[config.mk]
export PLATFORM = sky130hd
export DESIGN_NAME = instr_mem_loader_flat
export DESIGN_NICKNAME = d
export VERILOG_FILES = /design/src/rtl/instr_mem_loader_if.sv /design/src/rtl/instr_mem_loader.sv /design/src/flat_wrapper.sv
export SDC_FILE = /design/constraint.sdc
export NUM_CORES = 1
export LEC_CHECK = 0
export ABC_AREA = 1
export BUFFER_PORTS_ARGS = -buffer_cell sky130_fd_sc_hd__buf_4
export CORE_MARGIN = 8
export CORE_UTILIZATION = 35
export CTS_BUF_LIST = sky130_fd_sc_hd__clkbuf_8
export CTS_CLUSTER_DIAMETER = 80
export DETAILED_ROUTE_END_ITERATION = 8
export PLACE_DENSITY_LB_ADDON = 0.08
export SKIP_LAST_GASP = 1
export SLEW_MARGIN = 20
export SYNTH_ARGS = -nofsm -noshare
export SYNTH_HDL_FRONTEND = slang
export SYNTH_SLANG_ARGS = --single-unit
[constraint.sdc]
create_clock -name i_clk -period 2 [get_ports i_clk]
set_input_delay 0.6 -clock i_clk [delete_from_list [all_inputs] [get_ports i_clk]]
set_output_delay 0.6 -clock i_clk [all_outputs]
set_load 0.02 [all_outputs]
[src/rtl/instr_mem_loader_if.sv]
// Byte-stream input and instruction-memory write bus of the instruction loader.
// master drives the byte stream and observes writes; slave is the loader itself.
interface instr_mem_loader_if #(
  parameter int unsigned NB_DATA  = 8,
  parameter int unsigned NB_INSTR = 32,
  parameter int unsigned NB_ADDR  = 10
) ();

  logic [NB_DATA-1:0]  i_rx_data;
  logic                i_rx_valid;
  logic                o_wr_en;
  logic [NB_ADDR-1:0]  o_wr_addr;
  logic [NB_INSTR-1:0] o_wr_data;

  modport master (
    output i_rx_data,
    output i_rx_valid,
    input  o_wr_en,
    input  o_wr_addr,
    input  o_wr_data
  );

  modport slave (
    input  i_rx_data,
    input  i_rx_valid,
    output o_wr_en,
    output o_wr_addr,
    output o_wr_data
  );

endinterface

[src/rtl/instr_mem_loader.sv]
// Assembles little-endian instruction words from a UART byte stream and writes them to
// instruction memory. Define LOADER_CHECKSUM_EN to require a trailing XOR checksum byte.
module instr_mem_loader #(
  parameter int unsigned         NB_DATA   = 8,
  parameter int unsigned         NB_INSTR  = 32,
  parameter int unsigned         NB_ADDR   = 10,
  parameter logic [NB_INSTR-1:0] HALT_WORD = {NB_INSTR{1'b1}}
) (
  input  logic                i_clk,
  input  logic                i_rst,
  input  logic                i_start,
  instr_mem_loader_if.slave   bus,
  output logic                o_busy,
  output logic                o_done,
  output logic                o_overflow,
  output logic [NB_ADDR-1:0]  o_instr_count,
  output logic                o_chk_err
);

  localparam int unsigned Lanes = NB_INSTR / NB_DATA;
  localparam int unsigned ByteW = $clog2(Lanes);
  localparam logic [ByteW-1:0]   ByteLast = ByteW'(Lanes - 1);
  // Byte address of the last word slot in memory.
  localparam logic [NB_ADDR-1:0] AddrLast = {NB_ADDR{1'b1}} ^ NB_ADDR'(Lanes - 1);

  localparam logic [2:0] StIdle  = 3'd0;
  localparam logic [2:0] StRecv  = 3'd1;
  localparam logic [2:0] StWrite = 3'd2;
`ifdef LOADER_CHECKSUM_EN
  localparam logic [2:0] StCheck = 3'd3;
`endif
  localparam logic [2:0] StDone  = 3'd4;

  logic [2:0]          state_q, state_d;
  logic [ByteW-1:0]    byte_cnt_q, byte_cnt_d;
  logic [NB_INSTR-1:0] word_q, word_d;
  logic [NB_ADDR-1:0]  addr_q, addr_d;
  logic [NB_ADDR-1:0]  count_q, count_d;
  logic                overflow_q, overflow_d;
`ifdef LOADER_CHECKSUM_EN
  logic [NB_DATA-1:0]  xor_q, xor_d;
  logic                chk_err_q, chk_err_d;
`endif

  always_comb begin
    state_d    = state_q;
    byte_cnt_d = byte_cnt_q;
    word_d     = word_q;
    addr_d     = addr_q;
    count_d    = count_q;
    overflow_d = overflow_q;
`ifdef LOADER_CHECKSUM_EN
    xor_d      = xor_q;
    chk_err_d  = chk_err_q;
`endif

    case (state_q)
      StIdle, StDone: begin
        if (i_start) begin
          state_d    = StRecv;
          byte_cnt_d = '0;
          addr_d     = '0;
          count_d    = '0;
          overflow_d = 1'b0;
`ifdef LOADER_CHECKSUM_EN
          xor_d      = '0;
          chk_err_d  = 1'b0;
`endif
        end
      end

      StRecv: begin
        if (bus.i_rx_valid) begin
          for (int unsigned i = 0; i < Lanes; i++) begin
            if (ByteW'(i) == byte_cnt_q) begin
              word_d[i*NB_DATA +: NB_DATA] = bus.i_rx_data;
            end
          end
          byte_cnt_d = byte_cnt_q + ByteW'(1);
`ifdef LOADER_CHECKSUM_EN
          xor_d      = xor_q ^ bus.i_rx_data;
`endif
          if (byte_cnt_q == ByteLast) begin
            state_d = StWrite;
          end
        end
      end

      StWrite: begin
        count_d = count_q + NB_ADDR'(1);
        if (word_q == HALT_WORD) begin
`ifdef LOADER_CHECKSUM_EN
          // A byte arriving alongside the halt write is already the checksum.
          if (bus.i_rx_valid) begin
            state_d   = StDone;
            chk_err_d = (bus.i_rx_data != xor_q);
          end else begin
            state_d = StCheck;
          end
`else
          state_d = StDone;
`endif
        end else if (addr_q == AddrLast) begin
          state_d    = StDone;
          overflow_d = 1'b1;
        end else begin
          state_d = StRecv;
          addr_d  = addr_q + NB_ADDR'(Lanes);
          // Keep a byte that lands on the write cycle as lane 0 of the next word.
          if (bus.i_rx_valid) begin
            word_d[NB_DATA-1:0] = bus.i_rx_data;
            byte_cnt_d          = ByteW'(1);
`ifdef LOADER_CHECKSUM_EN
            xor_d               = xor_q ^ bus.i_rx_data;
`endif
          end else begin
            byte_cnt_d = '0;
          end
        end
      end

`ifdef LOADER_CHECKSUM_EN
      StCheck: begin
        if (bus.i_rx_valid) begin
          state_d   = StDone;
          chk_err_d = (bus.i_rx_data != xor_q);
        end
      end
`endif

      default: state_d = StIdle;
    endcase
  end

  always_ff @(posedge i_clk or posedge i_rst) begin
    if (i_rst) begin
      state_q    <= StIdle;
      byte_cnt_q <= '0;
      word_q     <= '0;
      addr_q     <= '0;
      count_q    <= '0;
      overflow_q <= 1'b0;
`ifdef LOADER_CHECKSUM_EN
      xor_q      <= '0;
      chk_err_q  <= 1'b0;
`endif
    end else begin
      state_q    <= state_d;
      byte_cnt_q <= byte_cnt_d;
      word_q     <= word_d;
      addr_q     <= addr_d;
      count_q    <= count_d;
      overflow_q <= overflow_d;
`ifdef LOADER_CHECKSUM_EN
      xor_q      <= xor_d;
      chk_err_q  <= chk_err_d;
`endif
    end
  end

  always_comb begin
    bus.o_wr_en   = (state_q == StWrite);
    bus.o_wr_addr = addr_q;
    bus.o_wr_data = bus.o_wr_en ? word_q : '0;
    o_done        = (state_q == StDone);
    o_busy        = (state_q == StRecv) || (state_q == StWrite)
`ifdef LOADER_CHECKSUM_EN
                    || (state_q == StCheck)
`endif
                    ;
    o_overflow    = overflow_q;
    o_instr_count = count_q;
`ifdef LOADER_CHECKSUM_EN
    o_chk_err     = chk_err_q;
`else
    o_chk_err     = 1'b0;
`endif
  end

endmodule

[src/flat_wrapper.sv]
// flat-port wrapper written by rule: the top's interface ports become plain ports
module instr_mem_loader_flat 
#(
  parameter int unsigned         NB_DATA   = 8,
  parameter int unsigned         NB_INSTR  = 32,
  parameter int unsigned         NB_ADDR   = 10,
  parameter logic [NB_INSTR-1:0] HALT_WORD = {NB_INSTR{1'b1}}
)
  (i_clk, i_rst, i_start, o_busy, o_done, o_overflow, o_instr_count, o_chk_err, bus_i_rx_data, bus_i_rx_valid, bus_o_wr_en, bus_o_wr_addr, bus_o_wr_data);
  instr_mem_loader_if #(.NB_DATA(NB_DATA), .NB_INSTR(NB_INSTR), .NB_ADDR(NB_ADDR)) bus_i ();
  input  logic i_clk;
  input  logic i_rst;
  input  logic i_start;
  output logic o_busy;
  output logic o_done;
  output logic o_overflow;
  output logic [NB_ADDR-1:0] o_instr_count;
  output logic o_chk_err;
  input wire logic [$bits(bus_i.i_rx_data)-1:0] bus_i_rx_data;
  input wire logic [$bits(bus_i.i_rx_valid)-1:0] bus_i_rx_valid;
  output wire logic [$bits(bus_i.o_wr_en)-1:0] bus_o_wr_en;
  output wire logic [$bits(bus_i.o_wr_addr)-1:0] bus_o_wr_addr;
  output wire logic [$bits(bus_i.o_wr_data)-1:0] bus_o_wr_data;
  assign bus_i.i_rx_data = bus_i_rx_data;
  assign bus_i.i_rx_valid = bus_i_rx_valid;
  assign bus_o_wr_en = bus_i.o_wr_en;
  assign bus_o_wr_addr = bus_i.o_wr_addr;
  assign bus_o_wr_data = bus_i.o_wr_data;
  instr_mem_loader #(.NB_DATA(NB_DATA), .NB_INSTR(NB_INSTR), .NB_ADDR(NB_ADDR), .HALT_WORD(HALT_WORD)) u_core (.i_clk(i_clk), .i_rst(i_rst), .i_start(i_start), .bus(bus_i), .o_busy(o_busy), .o_done(o_done), .o_overflow(o_overflow), .o_instr_count(o_instr_count), .o_chk_err(o_chk_err));
endmodule
# --- Word-level counts from Yosys, hierarchy flattened ---
# Index checks and enable logic that the tools add are counted.
word_totals:
  register_bits: 58
  latch_bits: 0
  mem_bits_rw: 0
  mem_bits_ro: 0
  output_inout_bits: 57
  elab_cells: 73
  memories: 0
classes:
  addsub: 3
  n_mul: 0
  n_div: 0
  magnitude_cmp: 0
  eq_ne: 17
  shifts: 0
  muxes: 28
  n_bitwise: 0
  n_reduce_logical: 16
ops:
  columns: ["operator", "n"]
  rows:
  - ["8-bit two-way mux", 5]
  - ["10-bit case mux with 2 select lines", 2]
  - ["32-bit equality test, second input constant", 1]
  - ["32-bit two-way mux", 1]
  - ["10-bit two-way mux", 3]
  - ["8-bit case mux with 2 select lines", 1]
  - ["3-bit two-way mux", 5]
  - ["3-bit AND reduction", 4]
  - ["10-bit by 1-bit adder with 10-bit output, second input constant", 1]
  - ["10-bit by 3-bit adder with 10-bit output, second input constant", 1]
  - ["10-bit equality test, second input constant", 1]
  - ["2-bit != test, second input constant", 5]
  - ["3-bit case mux with 3 select lines", 1]
  - ["2-bit two-way mux", 4]
  - ["4-bit AND reduction", 2]
  - ["2-bit by 1-bit != test with 1-bit output, second input constant", 3]
  - ["2-bit case mux with 3 select lines", 1]
  - ["6-bit AND reduction", 1]
  - ["5-bit AND reduction", 1]
  - ["2-bit equality test, first input constant", 2]
  - ["1-bit two-way mux", 4]
  - ["2-bit nonzero test", 2]
  - ["3-bit by 1-bit equality test with 1-bit output, second input constant", 1]
  - ["3-bit by 2-bit equality test with 1-bit output, second input constant", 1]
  - ["11 further kinds", 11]

# --- Logic depth before layout (Yosys ltp) ---
depth:
  word_depth: 4
  mapped_depth: 9
  ltp_nobuf: 9

# --- Least setup slack after synthesis ---
# OpenSTA, ideal clock, no wires.
synth_path:
  kind: "reg-to-output"
  from: "register u_core.state_q[2]"
  to: "output port bus_o_wr_data[10]"
  arrival_ns: 1.262
  t_required_ns: 1.400
  slack_ns: 0.138
  path_stages_with_launch: 6
  cell_sequence: "dfrtp_1 -> inv_2 -> nand3_2 -> buf_2 -> buf_2 -> nor2_1"
synth_via:
  elab_chain_cells: 2
synth_rtl:
  columns: ["element", "line", "source"]
  rows:
  - ["start: declaration", "instr_mem_loader.sv:34", "logic [2:0] state_q, state_d;"]
  - ["start signal: assignment", "instr_mem_loader.sv:137", "state_q <= StIdle;"]
  - ["start signal: assignment", "instr_mem_loader.sv:148", "state_q <= state_d;"]
  - ["3-bit by 2-bit equality test with 1-bit output", "instr_mem_loader.sv:162", "bus.o_wr_en = (state_q == StWrite);"]
  - ["32-bit two-way mux", "instr_mem_loader.sv:164", "bus.o_wr_data = bus.o_wr_en ? word_q : '0;"]
  - ["end: declaration", "flat_wrapper.sv:23", "output wire logic [$bits(bus_i.o_wr_data)-1:0] bus_o_wr_data;"]
# Every way passes these cells.

# --- Worst setup path in the final report ---
layout_path:
  from: "register u_core.state_q[1]"
  to: "output port o_busy"
layout_via:
  elab_chain_cells: 2
  elab_cells_between_ends: 3
layout_rtl:
  columns: ["element", "line", "source"]
  rows:
  - ["3-bit by 1-bit equality test with 1-bit output / 3-bit by 2-bit equality test with 1-bit output (equally long branches)", "instr_mem_loader.sv:166", "o_busy = (state_q == StRecv) || (state_q == StWrite)"]
  - ["1-bit logical OR (*)", "instr_mem_loader.sv:166", null]
  - ["end: declaration", "flat_wrapper.sv:14", "output logic o_busy;"]
# Mark *: on every way between the ends. The rest lies on a longest branch, timed or not.

==> results.md <==
* Synth area leaders: dfrtp_1, nand2_1, inv_1
* Initial Util at 0.359
* Post-Syn Area per Cell at 7.32 µm²
* Slowest CP cell: dfrtp_1
* Htree depth at 2
* Area leader, netlist: dfrtp_1
* Ports at 69
* Clk_skew at 0.00865 ns
* Post-layout util at 0.447
* Core area at 8680 µm²
* Worst hold path class: primary input to asynchronous set/reset pin
* First-pass GRT wire length at 13.2 mm
* DR vias at 2784
* Crit path kind: flip-flop to output port
* WL met3 at 513 µm
* WP data required at 1.40 ns
* Max-slew violation count at 0
* CP startpoint kind: flip-flop
* Wire per inst at 13.7 µm
* Fillers at 965
* DR vias/cell at 4.61
* Clock slew at reported path FFs at 0.11 ns
* Clock Path Buffers at 2
* Clock power frac at 0.165
* Routed wire length at 8.30 mm
* CP max stage delay at 0.47 ns
* Final worst path period share at 0.993
* Commonest non-fill, non-tap cell in the layout: nand2_1
* Die width at 110 µm
* Total negative slack at 0 ns
* Yosys top cell area share at 0.450
* GP Congestion at 0.769
* Seq pwr share at 0.483
* RSZ-0062 raised after global routing: true
* Share of cells above drive strength 1 at 0.208
* PD cells at 967 nW/µm²
* Vias in the first global route at 2728
* Worst-skew pair later-pin latency at 0.31 ns
* Iter 0 DRT Violations at 79
* Worst IR drop on VDD at 430 µV
* Outcome: finished, final reports clean
* Crit path time final at 1.99 ns
* CP cell instances: nand3_4 > buf_8 > nand2_1 > buf_4
* Sequential area share after synthesis at 0.450
* Post-Route M1 WL at 3.86 mm
* Syn Inst Count at 425
* CTS sink cnt at 56
* Post-synth cell types at 27
* PortBufs at 65
* Max-cap viol count at 0
* Most frequent cells in the layout: nand2_1, buf_4, inv_1
* Crit path DAT at 1.39 ns
* Drt first pass iters at 4
* Pin count of the biggest net entering global routing at 57
* Sw Pwr at 1.52 mW
* Antenna-violating nets left at 0
* CTS Buf Count at 5
* Grt ovf at 0
* Setup violators final at 0
* Total power at 3.75 mW
* Residual DRC at 0
* Total Routing Usage GR at 0.137
* Switching part of the total at 0.406
* Setup crit end kind: output port
* Area Growth Syn to Fin at 24.6%
* CP max FO at 17
* Area of the mapped netlist at 3110 µm²
* Synth Register Bits at 56
* Hold Vio Cnt, Final at 0
* Row Count at 34
* NumNets Final at 515
* Fmax at 504 MHz
* Final HPWL DP at 6.08 mm
* Leak at 2.01 nW
* Die footprint at 12200 µm²
* TritonCTS clock tree: yes
* Root buf cell: clkbuf_8
* Yosys warns at 0
* Die Y at 110 µm
* Logic gate share of total power at 0.353
* Met2 WL at 3.84 mm
* Diode count at 0
* Highest Signal Layer: met4
* Initial antenna violation count at 0
* Internal at 2.23 mW
[cell type report]
cell class                 count  area [µm²]  area share
clock buffer                   5        68.8      0.0177
sequential                    56        1400       0.361
timing repair buffer          77         628       0.162
inverter                      70         263      0.0678
clock inverter                 2        12.5     0.00323
multi-input combinational    286        1370       0.353
tap                          108         135      0.0349
[cells in the mapped netlist]
cell and instances:
a21oi_1 1, buf_2 9, buf_4 4, buf_6 2, conb_1 1, dfrtp_1 56, ha_1 7, inv_1 66
inv_2 4, mux2i_1 1, nand2_1 129, nand2_2 1, nand3_1 10, nand3_2 6, nand3_4 2, nand4_1 19
nor2_1 59, nor2_2 3, nor2_4 1, nor3_1 2, o21ai_0 25, o21ai_1 9, o22ai_1 4, o2bb2ai_1 1
o31ai_1 1, xnor2_1 1, xor2_1 1
[critical path: cells and delay by family, from the launching register on]
family                 cells  cell delay (ns)
DFF                        1             0.47
buffers and inverters      2             0.34
and+or+nand+nor            2             0.27
[state kept, by name, indices dropped and copies added (netlist names)]
signal                count
u_core.bus.o_wr_addr      8
u_core.byte_cnt_q         2
u_core.o_instr_count     10
u_core.o_overflow         1
u_core.state_q            3
u_core.word_q            32
[metrics by stage]
| stage | setup WS, ns | hold WS [ns] | cell area (µm²) | cells |
|---|---|---|---|---|
| after detailed placement | 0.232 | 0.478 | 3710 | 592 |
| after floorplan | 0.0287 | 0.463 | 3120 | 427 |
| after CTS | 0.00235 | 0.345 | 3810 | 601 |
| final | 0.0142 | 0.327 | 3880 | 604 |
| after global routing | -0.0811 | 0.351 | 3880 | 604 |
| after global placement | 0.243 | 0.481 | 3710 | 592 |
[power groups by stage]
stage	clock network [mW]	registers (mW)	logic, mW
finish	0.617	1.81	1.32
global route	0.675	1.87	1.52
CTS	0.639	1.81	1.33
detailed placement	0	1.84	1.30
global placement	0	1.83	1.28
floorplan	0	1.79	0.925
[path summary, 6_finish.rpt]
| check | startpoint | endpoint | slack, ns | depth (start not counted) |
|---|---|---|---|---|
| max | u_core.state_q[1] | o_busy | 0.01 | 4 |
| min | i_rst | u_core.word_q[21] | 0.33 | 3 |
| max reg2reg | u_core.word_q[0] | u_core.word_q[6] | 0.23 | 8 |
| min reg2reg | u_core.o_overflow | u_core.o_overflow | 0.51 | 1 |
| max in group asynchronous | i_rst | u_core.word_q[17] | 1.41 | 3 |
| min in group i_clk | u_core.o_overflow | u_core.o_overflow | 0.51 | 1 |
[layer usage]
| layer | up-vias | GRT usage |
|---|---|---|
| met4 | 0 | 0.0419 |
| li1 | 1445 | - |
| met5 | - | 0 |
| met3 | 6 | 0.0267 |
| met1 | 1280 | 0.178 |
| met2 | 53 | 0.226 |
[what timing repair did]
action / in CTS / in global routing
cloned: 0 / 1
pin swaps: 0 / 1
gates resized for setup: 1 / 6
buffers inserted: 2 / 2
setup endpoints to repair: 33 / 33
hold buffers: 0 / 0
[cells by family after synthesis]
family / count (synthesis) / share of synthesized area
AO/OA/AOI/OAI: 41 / 0.0695
XOR/XNOR: 2 / 0.00563
adder cells (fa/ha/maj): 7 / 0.0281
buffers and inverters: 85 / 0.116
flip-flops: 56 / 0.450
multiplexers: 1 / 0.00322
other: 1 / 0.00120
AND/OR/NAND/NOR: 232 / 0.326
Power figures use the tool's default switching activity.
